### config.mk
export PLATFORM = sky130hd
export DESIGN_NAME = uart_tx_wb
export DESIGN_NICKNAME = d
export VERILOG_FILES = /design/src/rtl/marin_uart_pkg.sv /design/src/rtl/uart_tx_fifo.sv /design/src/rtl/uart_tx_wb.sv
export SDC_FILE = /design/constraint.sdc
export NUM_CORES = 1
export LEC_CHECK = 0
export ABC_AREA = 1
export BUFFER_PORTS_ARGS = -buffer_cell sky130_fd_sc_hd__buf_2
export CORE_ASPECT_RATIO = 0.6
export CORE_MARGIN = 10
export CORE_UTILIZATION = 60
export CTS_BUF_LIST = sky130_fd_sc_hd__clkbuf_8
export CTS_CLUSTER_SIZE = 8
export DETAILED_ROUTE_END_ITERATION = 10
export GPL_TIMING_DRIVEN = 0
export HOLD_SLACK_MARGIN = 0.05
export PLACE_DENSITY = 0.81
export SLEW_MARGIN = 20
export SYNTH_ARGS = -nofsm -noshare
export SYNTH_HDL_FRONTEND = slang
export SYNTH_SLANG_ARGS = --single-unit
### constraint.sdc
create_clock -name clk_i -period 3.07 [get_ports clk_i]
set_input_delay 0.4605 -clock clk_i [delete_from_list [all_inputs] [get_ports clk_i]]
set_output_delay 0.4605 -clock clk_i [all_outputs]
set_load 0.05 [all_outputs]
### src/rtl/marin_uart_pkg.sv
// Shared definitions for the Marin UART transmitter: register offsets,
// status bit positions, transmitter state encoding and divisor floor.
// Optional macro UART_TX_PARITY_EN adds the PARITY state.
package marin_uart_pkg;

   // Register select, taken from wb_adr_i[1]
   localparam logic REG_DATA = 1'b0;
   localparam logic REG_DIV  = 1'b1;

   // STATUS word bit positions
   localparam int ST_FULL  = 0;
   localparam int ST_EMPTY = 1;
   localparam int ST_BUSY  = 2;
   localparam int ST_OVF   = 3;

   // Smallest divisor the bit timer can honour
   localparam logic [15:0] MIN_DIV = 16'd2;

`ifdef UART_TX_PARITY_EN
   typedef enum logic [2:0] {
      S_IDLE,
      S_START,
      S_DATA,
      S_PARITY,
      S_STOP
   } tx_state_t;
`else
   typedef enum logic [1:0] {
      S_IDLE,
      S_START,
      S_DATA,
      S_STOP
   } tx_state_t;
`endif

   // Divisors below the floor are silently raised to it
   function automatic logic [15:0] clamp_div(input logic [15:0] value);
      return (value < MIN_DIV) ? MIN_DIV : value;
   endfunction

endpackage

### src/rtl/uart_tx_fifo.sv
// Byte FIFO feeding the transmitter. Pushes into a full FIFO and pops
// from an empty one are ignored; full/empty/count reflect the current
// (pre-edge) occupancy so callers can decide on it within the cycle.
module uart_tx_fifo #(
   parameter int DEPTH = 8,
   localparam int AW   = $clog2(DEPTH)
) (
   input  logic          clk_i,
   input  logic          rst_i,
   input  logic          push,
   input  logic [7:0]    din,
   input  logic          pop,
   output logic [7:0]    dout,
   output logic          full,
   output logic          empty,
   output logic [AW:0]   count
);

   logic [7:0]  mem [DEPTH];
   logic [AW-1:0] wr_ptr_reg;
   logic [AW-1:0] rd_ptr_reg;
   logic [AW:0]   count_reg;
   logic          push_ok;
   logic          pop_ok;

   assign full    = (count_reg == (AW+1)'(DEPTH));
   assign empty   = (count_reg == '0);
   assign count   = count_reg;
   assign push_ok = push & ~full;
   assign pop_ok  = pop & ~empty;
   // Head of queue is visible without a read cycle so the transmitter
   // can load it on the same edge it pops
   assign dout    = mem[rd_ptr_reg];

   // Storage array, written only on accepted pushes
   always_ff @(posedge clk_i) begin
      if (push_ok) begin
         mem[wr_ptr_reg] <= din;
      end
   end

   // Pointers wrap naturally because DEPTH is a power of two
   always_ff @(posedge clk_i) begin
      if (rst_i) begin
         wr_ptr_reg <= '0;
         rd_ptr_reg <= '0;
         count_reg  <= '0;
      end else begin
         if (push_ok) begin
            wr_ptr_reg <= wr_ptr_reg + AW'(1);
         end
         if (pop_ok) begin
            rd_ptr_reg <= rd_ptr_reg + AW'(1);
         end
         if (push_ok && !pop_ok) begin
            count_reg <= count_reg + (AW+1)'(1);
         end else if (pop_ok && !push_ok) begin
            count_reg <= count_reg - (AW+1)'(1);
         end
      end
   end

endmodule

### src/rtl/uart_tx_wb.sv
// 16-bit Wishbone UART transmitter: DATA pushes bytes into a FIFO,
// STATUS reports FIFO/transmitter state, DIV sets clocks per bit.
// Optional macro UART_TX_PARITY_EN appends an even-parity bit (8E1).
module uart_tx_wb
   import marin_uart_pkg::*;
#(
   parameter int          FIFO_DEPTH  = 8,
   parameter logic [15:0] DEFAULT_DIV = 16'd868
) (
   input  logic        clk_i,
   input  logic        rst_i,
   input  logic [15:0] wb_dat_i,
   output logic [15:0] wb_dat_o,
   input  logic [31:0] wb_adr_i,
   input  logic [1:0]  wb_sel_i,
   input  logic        wb_we_i,
   input  logic        wb_cyc_i,
   input  logic        wb_stb_i,
   output logic        wb_ack_o,
   output logic        tx_o
);

   localparam int CW = $clog2(FIFO_DEPTH) + 1;

   // Bus side
   logic        ack_reg;
   logic [15:0] dat_o_reg;
   logic        ovf_reg;
   logic [15:0] div_reg;
   logic [15:0] div_merged;
   logic [15:0] status_word;
   logic        access;
   logic        sel_div;
   logic        push_req;
   logic        status_rd;
   logic        div_wr;
   logic        unused_adr;

   // FIFO
   logic          fifo_pop;
   logic [7:0]    fifo_dout;
   logic          fifo_full;
   logic          fifo_empty;
   logic [CW-1:0] fifo_count;

   // Transmitter
   tx_state_t   state_reg, state_next;
   logic [7:0]  shift_reg, shift_next;
   logic [15:0] cnt_reg, cnt_next;
   logic [2:0]  bit_reg, bit_next;
   logic        tx_reg, tx_next;
   logic [15:0] div_lat_reg, div_lat_next;
`ifdef UART_TX_PARITY_EN
   logic        parity_reg, parity_next;
`endif

   assign unused_adr = ^{wb_adr_i[31:2], wb_adr_i[0]};

   assign access    = wb_cyc_i & wb_stb_i & ~ack_reg;
   assign sel_div   = (wb_adr_i[1] == REG_DIV);
   assign push_req  = access & wb_we_i & ~sel_div & wb_sel_i[0];
   assign status_rd = access & ~wb_we_i & (wb_adr_i[1] == REG_DATA);
   assign div_wr    = access & wb_we_i & sel_div;

   assign wb_ack_o = ack_reg;
   assign wb_dat_o = dat_o_reg;
   assign tx_o     = tx_reg;

   // Each byte lane of the divisor is replaced only when its select is set
   genvar gi;
   generate
      for (gi = 0; gi < 2; gi++) begin : g_div_lane
         assign div_merged[gi*8 +: 8] = wb_sel_i[gi] ? wb_dat_i[gi*8 +: 8]
                                                     : div_reg[gi*8 +: 8];
      end
   endgenerate

   // STATUS word assembled from pre-edge state
   always_comb begin
      status_word           = 16'h0000;
      status_word[ST_FULL]  = fifo_full;
      status_word[ST_EMPTY] = fifo_empty;
      status_word[ST_BUSY]  = (state_reg != S_IDLE);
      status_word[ST_OVF]   = ovf_reg;
      status_word[11:8]     = 4'(fifo_count);
   end

   uart_tx_fifo #(
      .DEPTH (FIFO_DEPTH)
   ) u_fifo (
      .clk_i (clk_i),
      .rst_i (rst_i),
      .push  (push_req),
      .din   (wb_dat_i[7:0]),
      .pop   (fifo_pop),
      .dout  (fifo_dout),
      .full  (fifo_full),
      .empty (fifo_empty),
      .count (fifo_count)
   );

   // Single-wait-state slave: ack, read data and side effects share one edge
   always_ff @(posedge clk_i) begin
      if (rst_i) begin
         ack_reg   <= 1'b0;
         dat_o_reg <= 16'h0000;
         ovf_reg   <= 1'b0;
         div_reg   <= DEFAULT_DIV;
      end else begin
         ack_reg   <= access;
         dat_o_reg <= 16'h0000;
         if (access && !wb_we_i) begin
            dat_o_reg <= sel_div ? div_reg : status_word;
         end
         if (push_req && fifo_full) begin
            ovf_reg <= 1'b1;
         end else if (status_rd) begin
            ovf_reg <= 1'b0;
         end
         if (div_wr) begin
            div_reg <= clamp_div(div_merged);
         end
      end
   end

   // Transmitter state register
   always_ff @(posedge clk_i) begin
      if (rst_i) begin
         state_reg   <= S_IDLE;
         shift_reg   <= 8'h00;
         cnt_reg     <= 16'h0000;
         bit_reg     <= 3'd0;
         tx_reg      <= 1'b1;
         div_lat_reg <= DEFAULT_DIV;
`ifdef UART_TX_PARITY_EN
         parity_reg  <= 1'b0;
`endif
      end else begin
         state_reg   <= state_next;
         shift_reg   <= shift_next;
         cnt_reg     <= cnt_next;
         bit_reg     <= bit_next;
         tx_reg      <= tx_next;
         div_lat_reg <= div_lat_next;
`ifdef UART_TX_PARITY_EN
         parity_reg  <= parity_next;
`endif
      end
   end

   // Next-state and line value: each bit lasts div_lat clocks
   always_comb begin
      state_next   = state_reg;
      shift_next   = shift_reg;
      cnt_next     = cnt_reg;
      bit_next     = bit_reg;
      tx_next      = tx_reg;
      div_lat_next = div_lat_reg;
      fifo_pop     = 1'b0;
`ifdef UART_TX_PARITY_EN
      parity_next  = parity_reg;
`endif

      case (state_reg)
         S_IDLE: begin
            tx_next = 1'b1;
         end
         S_START: begin
            if (cnt_reg == 16'd0) begin
               state_next = S_DATA;
               tx_next    = shift_reg[0];
               cnt_next   = div_lat_reg - 16'd1;
               bit_next   = 3'd0;
            end else begin
               cnt_next = cnt_reg - 16'd1;
            end
         end
         S_DATA: begin
            if (cnt_reg == 16'd0) begin
               cnt_next = div_lat_reg - 16'd1;
               if (bit_reg == 3'd7) begin
`ifdef UART_TX_PARITY_EN
                  state_next = S_PARITY;
                  tx_next    = parity_reg;
`else
                  state_next = S_STOP;
                  tx_next    = 1'b1;
`endif
               end else begin
                  shift_next = {1'b0, shift_reg[7:1]};
                  tx_next    = shift_reg[1];
                  bit_next   = bit_reg + 3'd1;
               end
            end else begin
               cnt_next = cnt_reg - 16'd1;
            end
         end
`ifdef UART_TX_PARITY_EN
         S_PARITY: begin
            if (cnt_reg == 16'd0) begin
               state_next = S_STOP;
               tx_next    = 1'b1;
               cnt_next   = div_lat_reg - 16'd1;
            end else begin
               cnt_next = cnt_reg - 16'd1;
            end
         end
`endif
         S_STOP: begin
            if (cnt_reg == 16'd0) begin
               state_next = S_IDLE;
               tx_next    = 1'b1;
            end else begin
               cnt_next = cnt_reg - 16'd1;
            end
         end
         default: begin
            state_next = S_IDLE;
            tx_next    = 1'b1;
         end
      endcase

      // A new frame starts from IDLE or directly after the final stop
      // clock, so queued bytes go out with no idle gap between them
      if (!fifo_empty && ((state_reg == S_IDLE) ||
                          ((state_reg == S_STOP) && (cnt_reg == 16'd0)))) begin
         fifo_pop     = 1'b1;
         shift_next   = fifo_dout;
         div_lat_next = div_reg;
         cnt_next     = div_reg - 16'd1;
         tx_next      = 1'b0;
         state_next   = S_START;
`ifdef UART_TX_PARITY_EN
         parity_next  = ^fifo_dout;
`endif
      end
   end

endmodule
# == Word-level counts from Yosys, hierarchy flattened ==
# Memories as Yosys holds them, arrays and structs flattened. A register that Yosys moved wholly into a read port is not among the register bits.
# Cells that the tools add are included.
# Widths: inputs -> output; s select.
# op_classes
n_bitwise,16
n_reduce_logical,33
n_mux,37
mul,0
eq_ne,16
n_lt_le_gt_ge,1
add_sub_neg,8
shifts,0
n_div,0
# ops
operator,count
$mux 16,4
$mux 8,6
$sub 16x1->16 const B,3
$pmux 16 s2,1
$logic_not 16->1,1
$lt 16x2->1 const B,1
$mux 3,5
$mux 12,1
$reduce_bool 2->1,6
$mux 1,11
$and 1x1->1,10
$ne 2x2->1 const B,5
$reduce_and 5->1,2
$add 3x1->3 const B,3
$ne 3x3->1 const B,3
$mux 2,4
$mux 4,2
$logic_and 1x1->1,6
$ne 3x2->1 const B,2
$not 1->1,6
$pmux 2 s3,1
$pmux 3 s2,1
$reduce_and 3->1,2
$reduce_bool 3->1,2
other kinds (17),23
# word_totals
latchBits,0
regBits,90
mem_bits_rw,64
mem_bits_ro,0
memories,1
# mem_list
memory,depth,width,read_ports,rd_ports_with_merged_regs,wr,line,source
u_fifo.mem,8,8,1,1,1,uart_tx_fifo.sv:19,logic [7:0] mem [DEPTH];

# == Depth between registers and ports, before layout ==
# logic_depth
depth_word,10
depth_mapped,18
depth_no_buf,17

# == Cells and area by module ==
# A second synthesis with hierarchy kept.
# hier_totals
cells_unflattened,1010
hier_area_um2,7975.1
# modules_own_cells
module,cells_each,area_each_um2,n_inst
uart_tx_wb,698,4667.0,1
uart_tx_fifo,312,3308.2,1

# == Least setup slack after synthesis ==
# No wires, ideal clock.
# synth_timing
path_type,reg2reg
startpoint,reg cnt_reg[0]
endpoint,"reg u_fifo.count_reg[3], in the netlist u_fifo.count[3]"
path_slack_ns,0.586
stages_incl_launch_ff,18
period_less_slack_ns,2.484
arrival_ns,2.365
required_ns,2.951
setup_time_ns,0.119
cell_sequence,dfxtp_1 inv_1 ha_1 nand2_2 nor2_4 nand3_2 nand2_4 nand2_4 buf_2 ha_1 inv_1 ha_1 nand2_1 nand2_1 o21ai_0 nand3_1 o21ai_0 a21oi_1
# synth_via
elab_chain_len,9
word_cells_on_any_way,11
# synth_rtl
element,line,source
start: declaration,uart_tx_wb.sv:49,"logic [15:0] cnt_reg, cnt_next;"
start signal: assignment,uart_tx_wb.sv:141,cnt_reg <= cnt_next;
$logic_not 16->1 *,uart_tx_wb.sv:226,((state_reg == S_STOP) && (cnt_reg == 16'd0)))) begin
$logic_and 1x1->1 *,uart_tx_wb.sv:226,
$logic_or 1x1->1 *,uart_tx_wb.sv:225,if (!fifo_empty && ((state_reg == S_IDLE) ||
$logic_and 1x1->1 *,uart_tx_wb.sv:225,
$mux 1 *,uart_tx_wb.sv:225,
$and 1x1->1 *,uart_tx_fifo.sv:30,assign pop_ok = pop & ~empty;
$logic_not 1->1,uart_tx_fifo.sv:55,if (push_ok && !pop_ok) begin
$logic_and 1x1->1,uart_tx_fifo.sv:55,
$mux 4 / $reduce_bool 2->1 (equally long branches),-,
end signal: assignment,uart_tx_fifo.sv:56,count_reg <= count_reg + (AW+1)'(1);
end signal: assignment,uart_tx_fifo.sv:58,count_reg <= count_reg - (AW+1)'(1);
end: declaration,uart_tx_fifo.sv:22,logic [AW:0] count_reg;
# Every way passes the cells marked *; elsewhere a longest branch is shown, timed or not.
# A chain may end at the register's enable or synchronous reset.

# == Final worst setup path ==
# Same ends and word-level chain as after synthesis.

==> reports/qor.yml <==
outcome:
  status: "complete, no violations"
power_and_ir_drop:
  combPwrFrac_pct: 42.0
  pwr_density_cell_nw_per_um2: 876.5
  p_sw_mw: 3.302
  switching_share_pct: 44.90
  power.static_leakage_nw: 3.475
  power.total_mw: 7.353
  seq_power_share_pct: 38.1
  pwr-share-clk_pct: 19.9
  internal-power_mw: 4.051
  peakVddDrop_v: 0.0005343
routing:
  drt-pass1-iter-count: 5
  ant_nets: 0
  drc: 0
  post_drt_wl_per_cell_um: 18.17
  routed_via_density: 5.847
  vias: 6940
  drt-total-wl_mm: 21.57
  drt_iter0_drc: 1042
synth:
  syn_avg_cell_area_um2: 7.991
  yosysTopAreaCell: "edfxtp_1"
  syn_area_um2: 7591
  synth_top_area_share_pct: 25.32
  ys_seq_elements: 157
  synth_cells: 950
  synth_cell_type_count: 34
  seq_area_frac_synth_pct: 49.84
  synth_fp_nets: 1021
  yosysWarnings: 0
  synth_area_leaders: "edfxtp_1, dfxtp_1, nand2_1, nor2_1, o21ai_0"
cells_and_area:
  mostFrequentLayoutCells: "nand2_1, nor2_1, dfxtp_1"
  fillers: 996
  area_growth_pct: 10.50
  largest_reg_flops: 64
  fin_area_um2: 8388
  nets: 1080
  final_common_cell: "nand2_1"
  regMostFlops: "u_fifo.mem"
  stdcell_count: 1187
  drive_gt1_share_pct: 10.67
  utilization_pct: 68.65
  antenna_cells: 0
clock_network:
  clock_sinks: 157
  cts_made_buffers: 17
  clockBufferDepth: 2
  cts_max_level: 4
  post_cts_resize_count: 0
  cts.reportedPaths.clkPinSlew_ps: 90
  clock-root-buffer: "clkbuf_8"
  hold_buffers: 0
  tritoncts: "yes"
  clk_latency_ps: 470
  cts_setup_buffers: 0
floorplanning:
  die_area_um2: 17700
  ios: 73
  die_w_um: 165.2
  core_um2: 12220
  placementRows: 31
  die_h_um: 107.1
  start_util_pct: 62.13
sta:
  hold_violations: 0
  fin_crit_sh_pct: 90.95
  rsz0062_at_grt: "false"
  worst_pin_slew_ps: 874.6
  setup-tns-final_ps: 0
  period_needed_ps: 2792
  setup_viol: 0
  finalMaxSlewViolations: 0
  clock_skew_ps: 18.08
  whs_ps: 290.3
  max_freq_mhz: 358.1
  slew-limit-headroom_pct: 41.48
  worst_slack_ps: 277.8
hold_path:
  hp-start: "rst_i"
  worstHoldEndpoint: "div_reg[4]"
  hold_depth: 2
  hold_class: "input port to register"
critical_path:
  cp-end-kind: "register"
  cp-start-kind: "register"
  cpMostUsedCell: "ha_1"
  worstRegToRegCells: 16
  regToRegStartpoint: "cnt_reg[0]"
  crit_path_cell_trace: "inv_1 > ha_1 > nand2_2 > nor2_4 > nand3_2 > nand2_4 > nand2_4 > ha_1 > inv_1 > ha_1 > nand2_1 > nand2_1 > o21ai_0 > nand3_1 > o21ai_0 > a21oi_1"
  reg2reg_slack_ps: 280
  worst-path-max-fanout: 15
  reg2reg_to: "u_fifo.count[3]"
  slowest_stage: "dfxtp_1"
  cp.arrival_ps: 3150
  max_stage_delay_ps: 350
  required_ps: 3430
  critPathKind: "register to register"
placed_design:
  place_inst: 1156
  place_area_um2: 8033
  gp_congestion: 1.038
  io_buffers: 41
  dpl.hpwl_mm: 15.96
  dpl_worst_slack_ps: 201.2
global_route:
  track_usage_pct: 24.67
  antenna_found_initial: 1
  grt_first_pass_wirelength_mm: 33.64
  grt_pass1_vias: 6215
  grt_start_max_net_pins: 17
  grt_overflow_total: 0
flow_run:
  maxCapViolCount: 0
cell usage after synthesis:
| master | count |
|---|---|
| nand2_2 | 3 |
| o21ai_1 | 23 |
| clkbuf_1 | 19 |
| nor2_1 | 150 |
| o211ai_1 | 13 |
| ha_1 | 15 |
| nand2_4 | 3 |
| xnor2_1 | 6 |
| nor3_1 | 13 |
| nor2_4 | 3 |
| dfxtp_1 | 93 |
| buf_4 | 2 |
| fa_1 | 1 |
| a21oi_1 | 50 |
| nor3_2 | 2 |
| and3_1 | 5 |
| a211oi_1 | 4 |
| nand4_1 | 8 |
| xor2_1 | 19 |
| o21ai_0 | 82 |
| inv_2 | 4 |
| o22ai_1 | 12 |
| edfxtp_1 | 64 |
| nand2_1 | 194 |
| nor2_2 | 3 |
| nand3_2 | 1 |
| o311ai_0 | 1 |
| clkinv_1 | 2 |
| nand3b_1 | 8 |
| buf_2 | 10 |
| buf_6 | 1 |
| inv_1 | 74 |
| o31ai_1 | 1 |
| nand3_1 | 61 |
how the worst max path moves through the flow:
stage	to	start
floorplan	u_fifo.count[3]	cnt_reg[0]
global placement	u_fifo.mem[4][3]	wb_sel_i[0]
detailed placement	u_fifo.count[3]	cnt_reg[0]
CTS	u_fifo.count[3]	cnt_reg[0]
global route	u_fifo.count[3]	cnt_reg[0]
finish	u_fifo.count[3]	cnt_reg[0]
cells by family (layout without fill, tap and decap cells):
kind of cell               after synthesis  count (layout)  synth area share (%)
and+or+nand+nor                        454             454                 25.53
buffers and inverters                  112             184                 5.901
adders and majority gates               16              16                 2.736
AOI/OAI and AO/OA                      186             186                 13.10
DFF                                    157             157                 49.84
xor gates and xnor gates                25              25                 2.884
power groups by stage:
| stage | registers (mW) | clock network (mW) | logic (mW) |
|---|---|---|---|
| detailed placement | 2.83 | 0 | 2.97 |
| finish | 2.80 | 1.46 | 3.09 |
| CTS | 2.78 | 1.46 | 2.99 |
| global route | 2.84 | 1.55 | 3.38 |
| floorplan | 2.76 | 0 | 2.17 |
| global placement | 2.83 | 0 | 2.90 |
layout make-up:
cell class	instances	area (um^2)	area share, %
Tap cell	165	206.4	2.461
Buffer	31	142.6	1.700
Multi-Input combinational cell	681	3390	40.41
Clock buffer	17	234.0	2.789
Clock inverter	15	126.4	1.507
Inverter	80	300.3	3.580
Sequential cell	157	3784	45.11
Timing Repair Buffer	41	205.2	2.446
per-layer routing:
| layer | vias up | wire length [um] | global-route usage, % |
|---|---|---|---|
| met5 | - | 18 | 0 |
| met4 | 2 | 240 | 6.171 |
| met3 | 27 | 3528 | 10.77 |
| met2 | 480 | 7755 | 29.62 |
| met1 | 3128 | 10030 | 38.16 |
| li1 | 3303 | - | - |
worst max-delay path, delay by kind of cell (launching register included):
family | cells | cell delay, ps
DFF | 1 | 350
adders and majority gates | 3 | 780
and+or+nand+nor | 8 | 970
AOI/OAI and AO/OA | 3 | 350
buffers and inverters | 2 | 230
Note: power is estimated with default switching activity, not from simulation.
